## src/rtl/ifetch_prefetch_pkg.sv

```systemverilog
// Shared types for the prefetching instruction fetch stage: FSM states, FIFO entry layout
// and the NOP substituted for faulting fetches.
package ifetch_prefetch_pkg;

    typedef enum logic [1:0] {
        IfIdle,
        IfReq,
        IfDrain,
        IfHalt
    } if_state_e;

    localparam int unsigned EntryW = 65;
    localparam logic [31:0] IfNop  = 32'h0000_0013;

    typedef struct packed {
        logic [31:0] pc;
        logic [31:0] instr;
        logic        fault;
    } if_entry_t;

endpackage

```

## src/rtl/ifetch_fifo.sv

```systemverilog
// First-word fall-through FIFO of fetch entries with synchronous clear; head comes straight
// from the storage registers so there is no path from the bus data to the outputs.
module ifetch_fifo
    import ifetch_prefetch_pkg::*;
#(
    parameter int unsigned DEPTH = 4
) (
    input  logic                     clk_i,
    input  logic                     rst_i,
    input  logic                     push_i,
    input  if_entry_t                push_data_i,
    input  logic                     pop_i,
    input  logic                     clear_i,
    output logic                     head_valid_o,
    output if_entry_t                head_o,
    output logic [$clog2(DEPTH):0]   count_o
);

    localparam int unsigned PtrW = $clog2(DEPTH);
    localparam logic [PtrW:0]   Full   = (PtrW + 1)'(DEPTH);
    localparam logic [PtrW:0]   CntOne = (PtrW + 1)'(1);
    localparam logic [PtrW-1:0] PtrOne = PtrW'(1);

    if_entry_t       mem_q [DEPTH];
    logic [PtrW-1:0] rd_ptr_q, wr_ptr_q;
    logic [PtrW:0]   count_q;
    logic            do_pop;

    assign do_pop = pop_i && (count_q != '0);

    always_ff @(posedge clk_i or negedge rst_i) begin
        if (!rst_i) begin
            rd_ptr_q <= '0;
            wr_ptr_q <= '0;
            count_q  <= '0;
        end else if (clear_i) begin
            rd_ptr_q <= '0;
            wr_ptr_q <= '0;
            count_q  <= '0;
        end else begin
            if (push_i) wr_ptr_q <= wr_ptr_q + PtrOne;
            if (do_pop) rd_ptr_q <= rd_ptr_q + PtrOne;
            case ({push_i, do_pop})
                2'b10:   count_q <= count_q + CntOne;
                2'b01:   count_q <= count_q - CntOne;
                default: count_q <= count_q;
            endcase
        end
    end

    always_ff @(posedge clk_i) begin
        if (push_i && !clear_i) mem_q[wr_ptr_q] <= push_data_i;
    end

`ifndef SYNTHESIS
    always_ff @(posedge clk_i) begin
        if (rst_i && push_i && !clear_i) begin
            assert (count_q != Full || pop_i) else $error("push into full prefetch fifo");
        end
    end
`endif

    assign head_valid_o = (count_q != '0);
    assign head_o       = mem_q[rd_ptr_q];
    assign count_o      = count_q;

endmodule

```

## src/rtl/ifetch_prefetch.sv

```systemverilog
// Instruction prefetcher: Wishbone classic fetch master feeding a DEPTH-entry FWFT FIFO.
// Optional bus timeout enabled by defining IFETCH_BUS_TIMEOUT_EN.
module ifetch_prefetch
    import ifetch_prefetch_pkg::*;
#(
    parameter logic [31:0] RESET_ADDR     = 32'h8000_0000,
    parameter int unsigned DEPTH          = 4,
    parameter int unsigned TIMEOUT_CYCLES = 64
) (
    input  logic                     clk_i,
    input  logic                     rst_i,
    input  logic                     redirect_i,
    input  logic [31:0]              redirect_pc_i,
    output logic                     out_valid_o,
    input  logic                     out_ready_i,
    output logic [31:0]              out_instr_o,
    output logic [31:0]              out_pc_o,
    output logic                     out_fault_o,
    output logic [$clog2(DEPTH):0]   count_o,
    output logic                     iwbm_cyc_o,
    output logic                     iwbm_stb_o,
    output logic [31:0]              iwbm_addr_o,
    input  logic                     iwbm_ack_i,
    input  logic                     iwbm_err_i,
    input  logic [31:0]              iwbm_dat_i
);

    localparam int unsigned CntW = $clog2(DEPTH) + 1;
    localparam logic [CntW-1:0] Full = CntW'(DEPTH);

    if_state_e   state_q, state_d;
    logic        cyc_q, cyc_d, stb_q, stb_d, fault_q, fault_d;
    logic [31:0] addr_q, addr_d, fetch_pc_q, fetch_pc_d;
    logic        push, pop, resp, timeout, head_valid;
    if_entry_t   push_entry, head;
    logic [CntW-1:0] count;
    logic        unused_bits;

    assign unused_bits = ^redirect_pc_i[1:0];
    assign resp        = cyc_q && (iwbm_ack_i || iwbm_err_i);
    assign pop         = out_ready_i && head_valid && !redirect_i;

`ifdef IFETCH_BUS_TIMEOUT_EN
    localparam int unsigned TmoW = $clog2(TIMEOUT_CYCLES + 1);
    logic [TmoW-1:0] tmo_q;

    assign timeout = cyc_q && !resp && (tmo_q == TmoW'(TIMEOUT_CYCLES - 1));

    always_ff @(posedge clk_i or negedge rst_i) begin
        if (!rst_i) begin
            tmo_q <= '0;
        end else if (!cyc_q || resp || timeout) begin
            tmo_q <= '0;
        end else begin
            tmo_q <= tmo_q + TmoW'(1);
        end
    end
`else
    logic unused_tmo;
    assign unused_tmo = ^TIMEOUT_CYCLES;
    assign timeout    = 1'b0;
`endif

    always_ff @(posedge clk_i or negedge rst_i) begin
        if (!rst_i) begin
            state_q    <= IfIdle;
            cyc_q      <= 1'b0;
            stb_q      <= 1'b0;
            fault_q    <= 1'b0;
            addr_q     <= RESET_ADDR;
            fetch_pc_q <= RESET_ADDR;
        end else begin
            state_q    <= state_d;
            cyc_q      <= cyc_d;
            stb_q      <= stb_d;
            fault_q    <= fault_d;
            addr_q     <= addr_d;
            fetch_pc_q <= fetch_pc_d;
        end
    end

    always_comb begin
        state_d    = state_q;
        cyc_d      = cyc_q;
        stb_d      = stb_q;
        fault_d    = fault_q;
        addr_d     = addr_q;
        fetch_pc_d = fetch_pc_q;
        push       = 1'b0;
        push_entry = '{pc: addr_q, instr: iwbm_dat_i, fault: 1'b0};

        if (redirect_i) begin
            fetch_pc_d = {redirect_pc_i[31:2], 2'b00};
            fault_d    = 1'b0;
            unique case (state_q)
                IfReq, IfDrain: begin
                    // An outstanding cycle must see its response before cyc may fall.
                    stb_d = 1'b0;
                    if (resp || timeout) begin
                        cyc_d   = 1'b0;
                        state_d = IfIdle;
                    end else begin
                        state_d = IfDrain;
                    end
                end
                default: state_d = IfIdle;
            endcase
        end else begin
            unique case (state_q)
                IfIdle: begin
                    if (count < Full && !fault_q) begin
                        cyc_d   = 1'b1;
                        stb_d   = 1'b1;
                        addr_d  = fetch_pc_q;
                        state_d = IfReq;
                    end
                end
                IfReq: begin
                    if (iwbm_err_i || timeout) begin
                        push             = 1'b1;
                        push_entry.instr = IfNop;
                        push_entry.fault = 1'b1;
                        cyc_d            = 1'b0;
                        stb_d            = 1'b0;
                        fault_d          = 1'b1;
                        state_d          = IfHalt;
                    end else if (iwbm_ack_i) begin
                        push       = 1'b1;
                        fetch_pc_d = fetch_pc_q + 32'd4;
                        if (pop || count < Full - CntW'(1)) begin
                            addr_d = fetch_pc_q + 32'd4;
                        end else begin
                            cyc_d   = 1'b0;
                            stb_d   = 1'b0;
                            state_d = IfIdle;
                        end
                    end
                end
                IfDrain: begin
                    if (resp || timeout) begin
                        cyc_d   = 1'b0;
                        stb_d   = 1'b0;
                        state_d = IfIdle;
                    end
                end
                IfHalt: state_d = IfHalt;
                default: state_d = IfIdle;
            endcase
        end
    end

    ifetch_fifo #(
        .DEPTH (DEPTH)
    ) u_fifo (
        .clk_i        (clk_i),
        .rst_i        (rst_i),
        .push_i       (push),
        .push_data_i  (push_entry),
        .pop_i        (pop),
        .clear_i      (redirect_i),
        .head_valid_o (head_valid),
        .head_o       (head),
        .count_o      (count)
    );

    assign out_valid_o = head_valid;
    assign out_instr_o = head.instr;
    assign out_pc_o    = head.pc;
    assign out_fault_o = head.fault;
    assign count_o     = count;
    assign iwbm_cyc_o  = cyc_q;
    assign iwbm_stb_o  = stb_q;
    assign iwbm_addr_o = addr_q;

endmodule

```

## config.mk

```make
export PLATFORM = sky130hd
export DESIGN_NAME = ifetch_prefetch
export DESIGN_NICKNAME = d
export VERILOG_FILES = /design/src/rtl/ifetch_prefetch_pkg.sv /design/src/rtl/ifetch_fifo.sv /design/src/rtl/ifetch_prefetch.sv
export SDC_FILE = /design/constraint.sdc
export NUM_CORES = 1
export LEC_CHECK = 0
export BUFFER_PORTS_ARGS = -buffer_cell sky130_fd_sc_hd__buf_4
export CAP_MARGIN = 20
export CELL_PAD_IN_SITES_DETAIL_PLACEMENT = 0
export CELL_PAD_IN_SITES_GLOBAL_PLACEMENT = 2
export CORE_ASPECT_RATIO = 0.9
export CORE_MARGIN = 5
export CORE_UTILIZATION = 25
export DETAILED_ROUTE_END_ITERATION = 8
export GPL_TIMING_DRIVEN = 0
export PLACE_DENSITY_LB_ADDON = 0.15
export SLEW_MARGIN = 30
export SYNTH_ARGS = -nofsm -noshare
export SYNTH_HDL_FRONTEND = slang
export SYNTH_SLANG_ARGS = --single-unit
```

## constraint.sdc

```tcl
create_clock -name clk_i -period 3.3 [get_ports clk_i]
set_input_delay 0.99 -clock clk_i [delete_from_list [all_inputs] [get_ports clk_i]]
set_output_delay 0.99 -clock clk_i [all_outputs]
set_load 0.05 [all_outputs]
```

==> results of run 1 <==
[layer usage]
metal	GRT usage, %	share of wire [%]	vias to the layer above
met5	0	0	-
met4	3.36	1.8	0
met2	19.9	47	164
li1	-	-	3640
met3	2.61	4.4	51
met1	17.3	47	3891
[registers in the layout (all words and copies together), names as in the netlist]
signal,flops
u_fifo.rd_ptr_q,2
u_fifo.mem_q,252
fault_q,1
u_fifo.wr_ptr_q,2
iwbm_cyc_o,1
iwbm_stb_o,1
fetch_pc_q,30
state_q,2
iwbm_addr_o,30
u_fifo.count_o,3
[where the power goes]
group | leakage [nW] | internal [mW] | switching, mW
combinational | 2.32 | 1.69 | 3.16
sequential | 3.19 | 5.09 | 0.459
clock | 0.645 | 2.67 | 1.78
[cell usage after synthesis (all sizes together), types with 3 or more instances]
library cell	count
mux4	63
nand4	21
nor4	5
edfxtp	252
nand2	80
nor2b	3
nand2b	4
mux2i	5
inv	9
xnor2	22
xor2	41
nand3	21
buf	49
a21oi	5
nor2	19
ha	10
and3	6
nor3	15
clkbuf	34
dfrtp	70
o21ai	65
and2	38
[worst paths after layout]
kind                                       end  slack [ps]  cells after the start
setup reg to reg           u_fifo.mem_q[3][32]         370                      6
min in group clk_i                     fault_q         520                      2
setup / recovery                  out_pc_o[29]         130                      4
hold / removal                  fetch_pc_q[23]         490                      1
hold reg to reg                        fault_q         520                      2
max in group asynchronous   u_fifo.rd_ptr_q[1]        2270                      1
[through the flow]
| stage | worst slack [ps] | total power [mW] | hold slack (ps) | std cells |
|---|---|---|---|---|
| floorplan | 463 | 8.85 | 464 | 864 |
| global placement | -741 | 10.5 | 498 | 1734 |
| detailed placement | -181 | 10.6 | 520 | 1740 |
| CTS | -7.14 | 15.2 | 488 | 1813 |
| global route | 20.1 | 15.6 | 538 | 1813 |
| finish | 129 | 14.9 | 486 | 1813 |
[layout by cell type, fill, tap and decap left out, types with 6 or more instances in the layout]
| master | n |
|---|---|
| edfxtp_1 | 252 |
| buf_4 | 198 |
| nand2_1 | 80 |
| dfrtp_1 | 69 |
| mux4_2 | 63 |
| o21ai_0 | 58 |
| xor2_1 | 41 |
| clkbuf_16 | 40 |
| clkbuf_1 | 36 |
| and2_1 | 34 |
| xnor2_1 | 22 |
| nand4_1 | 21 |
| nand3_1 | 20 |
| nor2_1 | 19 |
| nor3_1 | 14 |
| ha_1 | 10 |
| inv_1 | 9 |
| o21ai_1 | 7 |
| buf_2 | 7 |
| clkinv_1 | 7 |
| clkbuf_2 | 6 |
| buf_6 | 6 |
| and3_1 | 6 |
[timing repair]
item | CTS | global route
endpoints found under the setup margin | 59 | 14
pin swaps | 0 | 0
gates resized for setup | 23 | 5
[logic make-up after synthesis]
family,synth area share (%)
DFF,68.9
and+or+nand+nor,8.25
buffers and inverters,3.64
AOI/OAI and AO/OA,3.10
muxes,11.0
xor gates and xnor gates,4.06
adders and majority gates,1.07
other,0.0276
[layout make-up]
cell class / count / area (sq um)
fill: 5454 / 36800
sequential: 324 / 9370
multi-input combinational: 448 / 3760
timing repair buffer: 171 / 1380
clock buffer: 51 / 1050
tap: 705 / 882
buffer: 82 / 520
clock inverter: 23 / 274
inverter: 9 / 33.8
==> results.rst, run 1 <==
.. list-table::
   :header-rows: 1

   * - Metric
     - Value
   * - Most used DFF post-synth
     - edfxtp_1
   * - Yosys reg bits
     - 324
   * - Worst-case clock buffer depth
     - 3
   * - Number of max-cap violations
     - 0
   * - Wire length of the first global-routing pass
     - ~56 mm
   * - Highest net fanout along the worst path
     - 10
   * - Pwr dens
     - 860 mW/mm^2
   * - Netlist cell types
     - 48
   * - Peak supply drop
     - 0.350 mV
   * - Grt total ovfl
     - 0
   * - Kind of capture point of the worst setup path
     - primary output
   * - Slew at the pin closest to its max-slew limit
     - 903 ps
   * - Setup-failing EPs final
     - 0
   * - CORE AREA
     - 0.0541 sq mm
   * - Overall die height
     - 231 um
   * - Number of post-CTS setup repair buffers
     - 0
   * - Number of top-level pins
     - roughly 170
   * - Mean routed wirelength per cell
     - 20.3 um
   * - Setup crit start
     - u_fifo.rd_ptr_q[0]
   * - Clock-pin slew on the worst setup and hold paths
     - 70 ps
   * - Part of the cycle the worst path needs
     - 96.1%
   * - Fraction of the yosys area taken by sequential cells
     - 68.9%
   * - Worst flop-to-flop path startpoint
     - state_q[1]
   * - Clock root buffer
     - clkbuf_16
   * - Clock period minus final worst setup slack
     - 3170 ps
   * - Mapped Area
     - 0.0136 sq mm
   * - CTS H-tree depth
     - 2
   * - Final max-slew violation count
     - 0
   * - RePlAce Congestion
     - 0.729
   * - Detail Route Antenna Nets
     - 0
   * - Number of DRC markers after the initial detailed-route iteration
     - 371
   * - Number of global-route vias before repair
     - 8401
   * - Number of clock sinks seen by CTS
     - 324
   * - Clock insertion delay at the later pin of the skew report
     - 570 ps
   * - Cell family with the largest share of critical-path delay
     - buffers and inverters
   * - Unrepaired setup endpoints after global routing
     - false
   * - CTS Hold Buffers Added
     - 0
   * - Synthesis Warnings
     - 0
   * - Number of buffers inserted by port buffering
     - 165
   * - Width of the die
     - 256 um
   * - Largest net degree at the start of global routing
     - 73
   * - Ordered cell list for the critical path
     - buf_12 -> buf_8 -> mux4_2 -> buf_4
   * - Setup CP Type
     - register to primary output
   * - Area added between synthesis and finish
     - 27.0%
   * - All-Layer GR Usage
     - 12.4%
   * - Total buffers and inverters traversed by the critical path
     - 3
   * - Via count of the routed design
     - 7746
   * - Number of nets at the end of the flow
     - 1157
   * - Number of hold violations in the final report
     - 0
   * - Average cell area after synthesis
     - around 16 sq um
   * - Antenna violations before repair
     - 0
   * - CTS tree
     - done
   * - Static Leak
     - ~6.1 nW
   * - Top cell type by total area after synthesis
     - edfxtp_1
   * - Main area contributors after synthesis
     - edfxtp_1 (56%), dfrtp_1 (13%), mux4_2 (10%)
   * - Arrival time worst endpoint
     - 2180 ps
   * - Share of the synthesized area in the top cell type
     - 55.6%
   * - Detailed-routing iteration count for the pre-antenna-repair pass
     - 4
   * - End-of-flow core utilization
     - 31.9%
   * - Number of flops mapped to enable cells by yosys
     - 252
   * - Biggest cell delay along the critical path
     - around 590 ps
   * - Async set-reset flop share out of synthesis
     - 22.2%
   * - Final antenna diode count
     - 0
   * - Total CTS buffers
     - 40
   * - Initial core utilization
     - ~25%
   * - # DRC
     - 0
   * - Area of all placed cells without fillers
     - roughly 0.017 sq mm
   * - Outcome
     - complete, no violations
   * - Detail-routed via count per cell
     - 4.27
   * - Endpoint required time on the critical path
     - roughly 2300 ps
   * - Post-detail-place hpwl
     - 24.8 mm
   * - Worst clock skew on the final layout
     - slightly below 20 ps
   * - Site Rows
     - between 80 and 90
   * - Die Area
     - 0.0592 sq mm
   * - Final wirelength
     - 36.8 mm
   * - Achievable Freq
     - about 320 MHz
   * - Post-DP Area
     - 0.0159 sq mm
   * - Fin Setup TNS
     - 0 ps
   * - Remaining max-slew budget at the tightest pin
     - 39.3%
   * - Cell count after synthesis
     - between 800 and 900
   * - Startpoint kind of the worst setup timing path
     - register
   * - Slowest stage cell on the critical path
     - mux4_2
   * - Class of the tightest hold or removal check
     - input pin to async pin
   * - Layout cell share with drive strength beyond 1
     - approximately a third
(Power assumes the default switching activity.)
==> run 2: changes to the inputs <==
- CORE_UTILIZATION: 25 -> 30
- REMOVE_ABC_BUFFERS: not set -> 1
==> results.rst, run 2 (synthesis gave the netlist of run 1 again) <==
.. list-table::
   :header-rows: 1

   * - Metric
     - Value
   * - Outcome
     - complete, no violations (unchanged)
   * - Final wirelength
     - 33.1 mm (was 36.8 mm)
   * - Site Rows
     - 74 (was 81)
   * - Endpoint required time on the critical path
     - 2310 ps (about the same)
   * - Detail Route Antenna Nets
     - 0 (unchanged)
   * - Clock root buffer
     - clkbuf_16 (unchanged)
   * - Biggest cell delay along the critical path
     - 590 ps (about the same)
   * - Worst slack after detailed placement
     - 72.9 ps (was -181 ps)
   * - Number of nets at the end of the flow
     - 1086 (was 1157)
   * - Worst clock skew on the final layout
     - 19.0 ps (was 19.7 ps)
   * - Switching part of the total
     - 35.5% (was 36.3%)
   * - Ordered cell list for the critical path
     - buf_16 -> mux4_2 -> buf_4 (was buf_12 -> buf_8 -> mux4_2 -> buf_4)
   * - Number of global-route vias before repair
     - 7783 (was 8401)
   * - Peak supply drop
     - 0.424 mV (was 0.350 mV)
   * - Detail-routed via count per cell
     - 4.46 (was 4.27)
   * - Number of clock sinks seen by CTS
     - 324 (unchanged)
   * - Setup CP Type
     - register to primary output (unchanged)
   * - # DRC
     - 0 (unchanged)
   * - Worst-case clock buffer depth
     - 3 (unchanged)
   * - Final Non-Filler Cells
     - 1640 (was 1813)
   * - Largest net degree at the start of global routing
     - 81 (was 73)
   * - Die Area
     - 0.0497 sq mm (was 0.0592 sq mm)
   * - Logic pwr share
     - 31.4% (was 32.6%)
   * - Largest Register
     - u_fifo.mem_q (unchanged)
   * - Mean routed wirelength per cell
     - 20.2 um (was 20.3 um)
   * - CTS Hold Buffers Added
     - 0 (unchanged)
   * - Remaining max-slew budget at the tightest pin
     - 44.1% (was 39.3%)
   * - Number of hold violations in the final report
     - 0 (unchanged)
   * - Pwr dens
     - 852 mW/mm^2 (was 860 mW/mm^2)
   * - Number of max-cap violations
     - 0 (unchanged)
   * - Antenna violations before repair
     - 0 (unchanged)
   * - RePlAce Congestion
     - 0.721 (was 0.729)
   * - Setup-failing EPs final
     - 0 (unchanged)
   * - Total buffers and inverters traversed by the critical path
     - 2 (was 3)
   * - Overall die height
     - 212 um (was 231 um)
   * - Slowest stage cell on the critical path
     - mux4_2 (unchanged)
   * - Cell family with the largest share of critical-path delay
     - multiplexers (was buffers and inverters)
   * - Flip-flop count of the largest register, all copies and words added
     - 252 (unchanged)
   * - Number of fill cells in the layout
     - 4327 (was 5454)
   * - Detailed-routing iteration count for the pre-antenna-repair pass
     - 4 (unchanged)
   * - Via count of the routed design
     - 7322 (was 7746)
   * - Highest net fanout along the worst path
     - 41 (was 10)
   * - Number of top-level pins
     - 173 (unchanged)
   * - Commonest cells after routing, fill and taps aside
     - edfxtp_1 (252), buf_4 (168), nand2_1 (80), dfrtp_1 (68), mux4_2 (63) (was edfxtp_1 (252), buf_4 (198), nand2_1 (80), dfrtp_1 (69), mux4_2 (63))
   * - Kind of capture point of the worst setup path
     - primary output (unchanged)
   * - Number of buffers inserted by port buffering
     - 166 (was 165)
   * - Layout cell share with drive strength beyond 1
     - 31.0% (was 32.4%)
   * - Startpoint kind of the worst setup timing path
     - register (unchanged)
   * - Unrepaired setup endpoints after global routing
     - false (unchanged)
   * - Achievable Freq
     - 318 MHz (was 315 MHz)
   * - Initial core utilization
     - 30.2% (was 25.1%)
   * - CTS H-tree depth
     - 2 (unchanged)
   * - Clock period minus final worst setup slack
     - 3150 ps (was 3170 ps)
   * - Clock insertion delay at the later pin of the skew report
     - 540 ps (was 570 ps)
   * - Arrival time worst endpoint
     - 2160 ps (was 2180 ps)
   * - Grt total ovfl
     - 0 (unchanged)
   * - Commonest non-fill, non-tap cell in the layout
     - edfxtp_1 (unchanged)
   * - Number of DRC markers after the initial detailed-route iteration
     - 340 (was 371)
   * - Clock-pin slew on the worst setup and hold paths
     - 60 ps (was 70 ps)
   * - Static Leak
     - 5.92 nW (was 6.15 nW)
   * - Switching pwr
     - 5.08 mW (was 5.40 mW)
   * - Post-detail-place hpwl
     - 21.4 mm (was 24.8 mm)
   * - Final WS setup
     - 151 ps (was 129 ps)
   * - Post-route total power
     - 14.3 mW (was 14.9 mW)
   * - CTS tree
     - done (unchanged)
   * - Clock share of power
     - 29.9% (was 30.0%)
   * - Area added between synthesis and finish
     - 23.5% (was 27.0%)
   * - Slew at the pin closest to its max-slew limit
     - 839 ps (was 903 ps)
   * - Power Internal
     - 9.23 mW (was 9.46 mW)
   * - Wire length of the first global-routing pass
     - 50.0 mm (was 55.8 mm)
   * - Relative contribution of sequential cells to total power
     - 38.7% (was 37.4%)
   * - Part of the cycle the worst path needs
     - 95.4% (was 96.1%)
   * - Width of the die
     - 234 um (was 256 um)
   * - Final max-slew violation count
     - 0 (unchanged)
   * - Placed Instances
     - 1570 (was 1740)
   * - All-Layer GR Usage
     - 13.4% (was 12.4%)
   * - Total CTS buffers
     - 38 (was 40)
   * - CORE AREA
     - 0.0451 sq mm (was 0.0541 sq mm)
   * - Final antenna diode count
     - 0 (unchanged)
   * - Class of the tightest hold or removal check
     - input pin to async pin (unchanged)
==> run 2: cell count changes in the layout (fill, tap and decap cells not counted), sizes merged <==
cell	before	now
inv	12	9
clkinv	14	15
clkbuf	84	46
buf	220	184
==> run 2: routing by layer <==
layer | track usage [%] | vias up | wire, um
li1 | - | 3496 | -
met1 | 19.0 | 3645 | 15500
met2 | 20.5 | 147 | 15100
met3 | 4.05 | 34 | 2040
met4 | 2.92 | 0 | 489
met5 | 0 | - | 0
==> run 2: power by group through the flow <==
stage / combinational [mW] / clock [mW] / sequential, mW
3_5_place_dp: 4.48 / 0 / 5.71
3_3_place_gp: 4.67 / 0 / 5.93
6_report: 4.50 / 4.28 / 5.54
5_1_grt: 4.82 / 4.62 / 5.63
2_1_floorplan: 2.28 / 0 / 6.28
4_1_cts: 4.62 / 4.45 / 5.55
==> run 2: area by class of cell <==
cell class | instances | area, sq um | area share (%)
tap | 608 | 761 | 4.53
inverter | 9 | 33.8 | 0.201
timing repair buffer | 184 | 1570 | 9.34
clock buffer | 46 | 1040 | 6.22
sequential | 324 | 9380 | 55.8
clock inverter | 21 | 229 | 1.36
multi-input combinational | 448 | 3780 | 22.5
==> run 2: worst register-to-register path: cells and delay by family (launching register included) <==
family / cells / cell delay, ps
DFF: 1 / 420
and+or+nand+nor: 2 / 750
adders and majority gates: 1 / 530
buffers and inverters: 3 / 610
AOI/OAI and AO/OA: 1 / 360
==> run 2: what timing repair did <==
| item | 4_1_cts | 5_1_grt |
|---|---|---|
| gates resized for setup | 0 | 1 |
| setup endpoints to repair | 41 | 30 |
| setup buffers | 4 | 0 |
==> run 2: path summary, 6_finish.rpt <==
path                       depth (start not counted)  slack [ps]                from                   to
max                                                3         150  u_fifo.rd_ptr_q[0]      out_instr_o[30]
min                                                1         480               rst_i       fetch_pc_q[28]
max reg2reg                                        7         290          state_q[1]  u_fifo.mem_q[3][22]
min reg2reg                                        2         510             fault_q              fault_q
max in group asynchronous                          1        2220               rst_i   u_fifo.rd_ptr_q[0]
min in group clk_i                                 2         510             fault_q              fault_q
==> run 2: metrics by stage <==
stage / instance area, sq um / util, % / TNS, ps / hold slack [ps]
6_report: 16800 / 37.2 / 0 / 482
3_5_place_dp: 15500 / 34.3 / 0 / 505
4_1_cts: 16800 / 37.2 / 0 / 484
5_1_grt: 16800 / 37.2 / 0 / 521
2_1_floorplan: 13200 / - / -110060 / 464
3_3_place_gp: 15200 / 33.6 / -914250 / 484
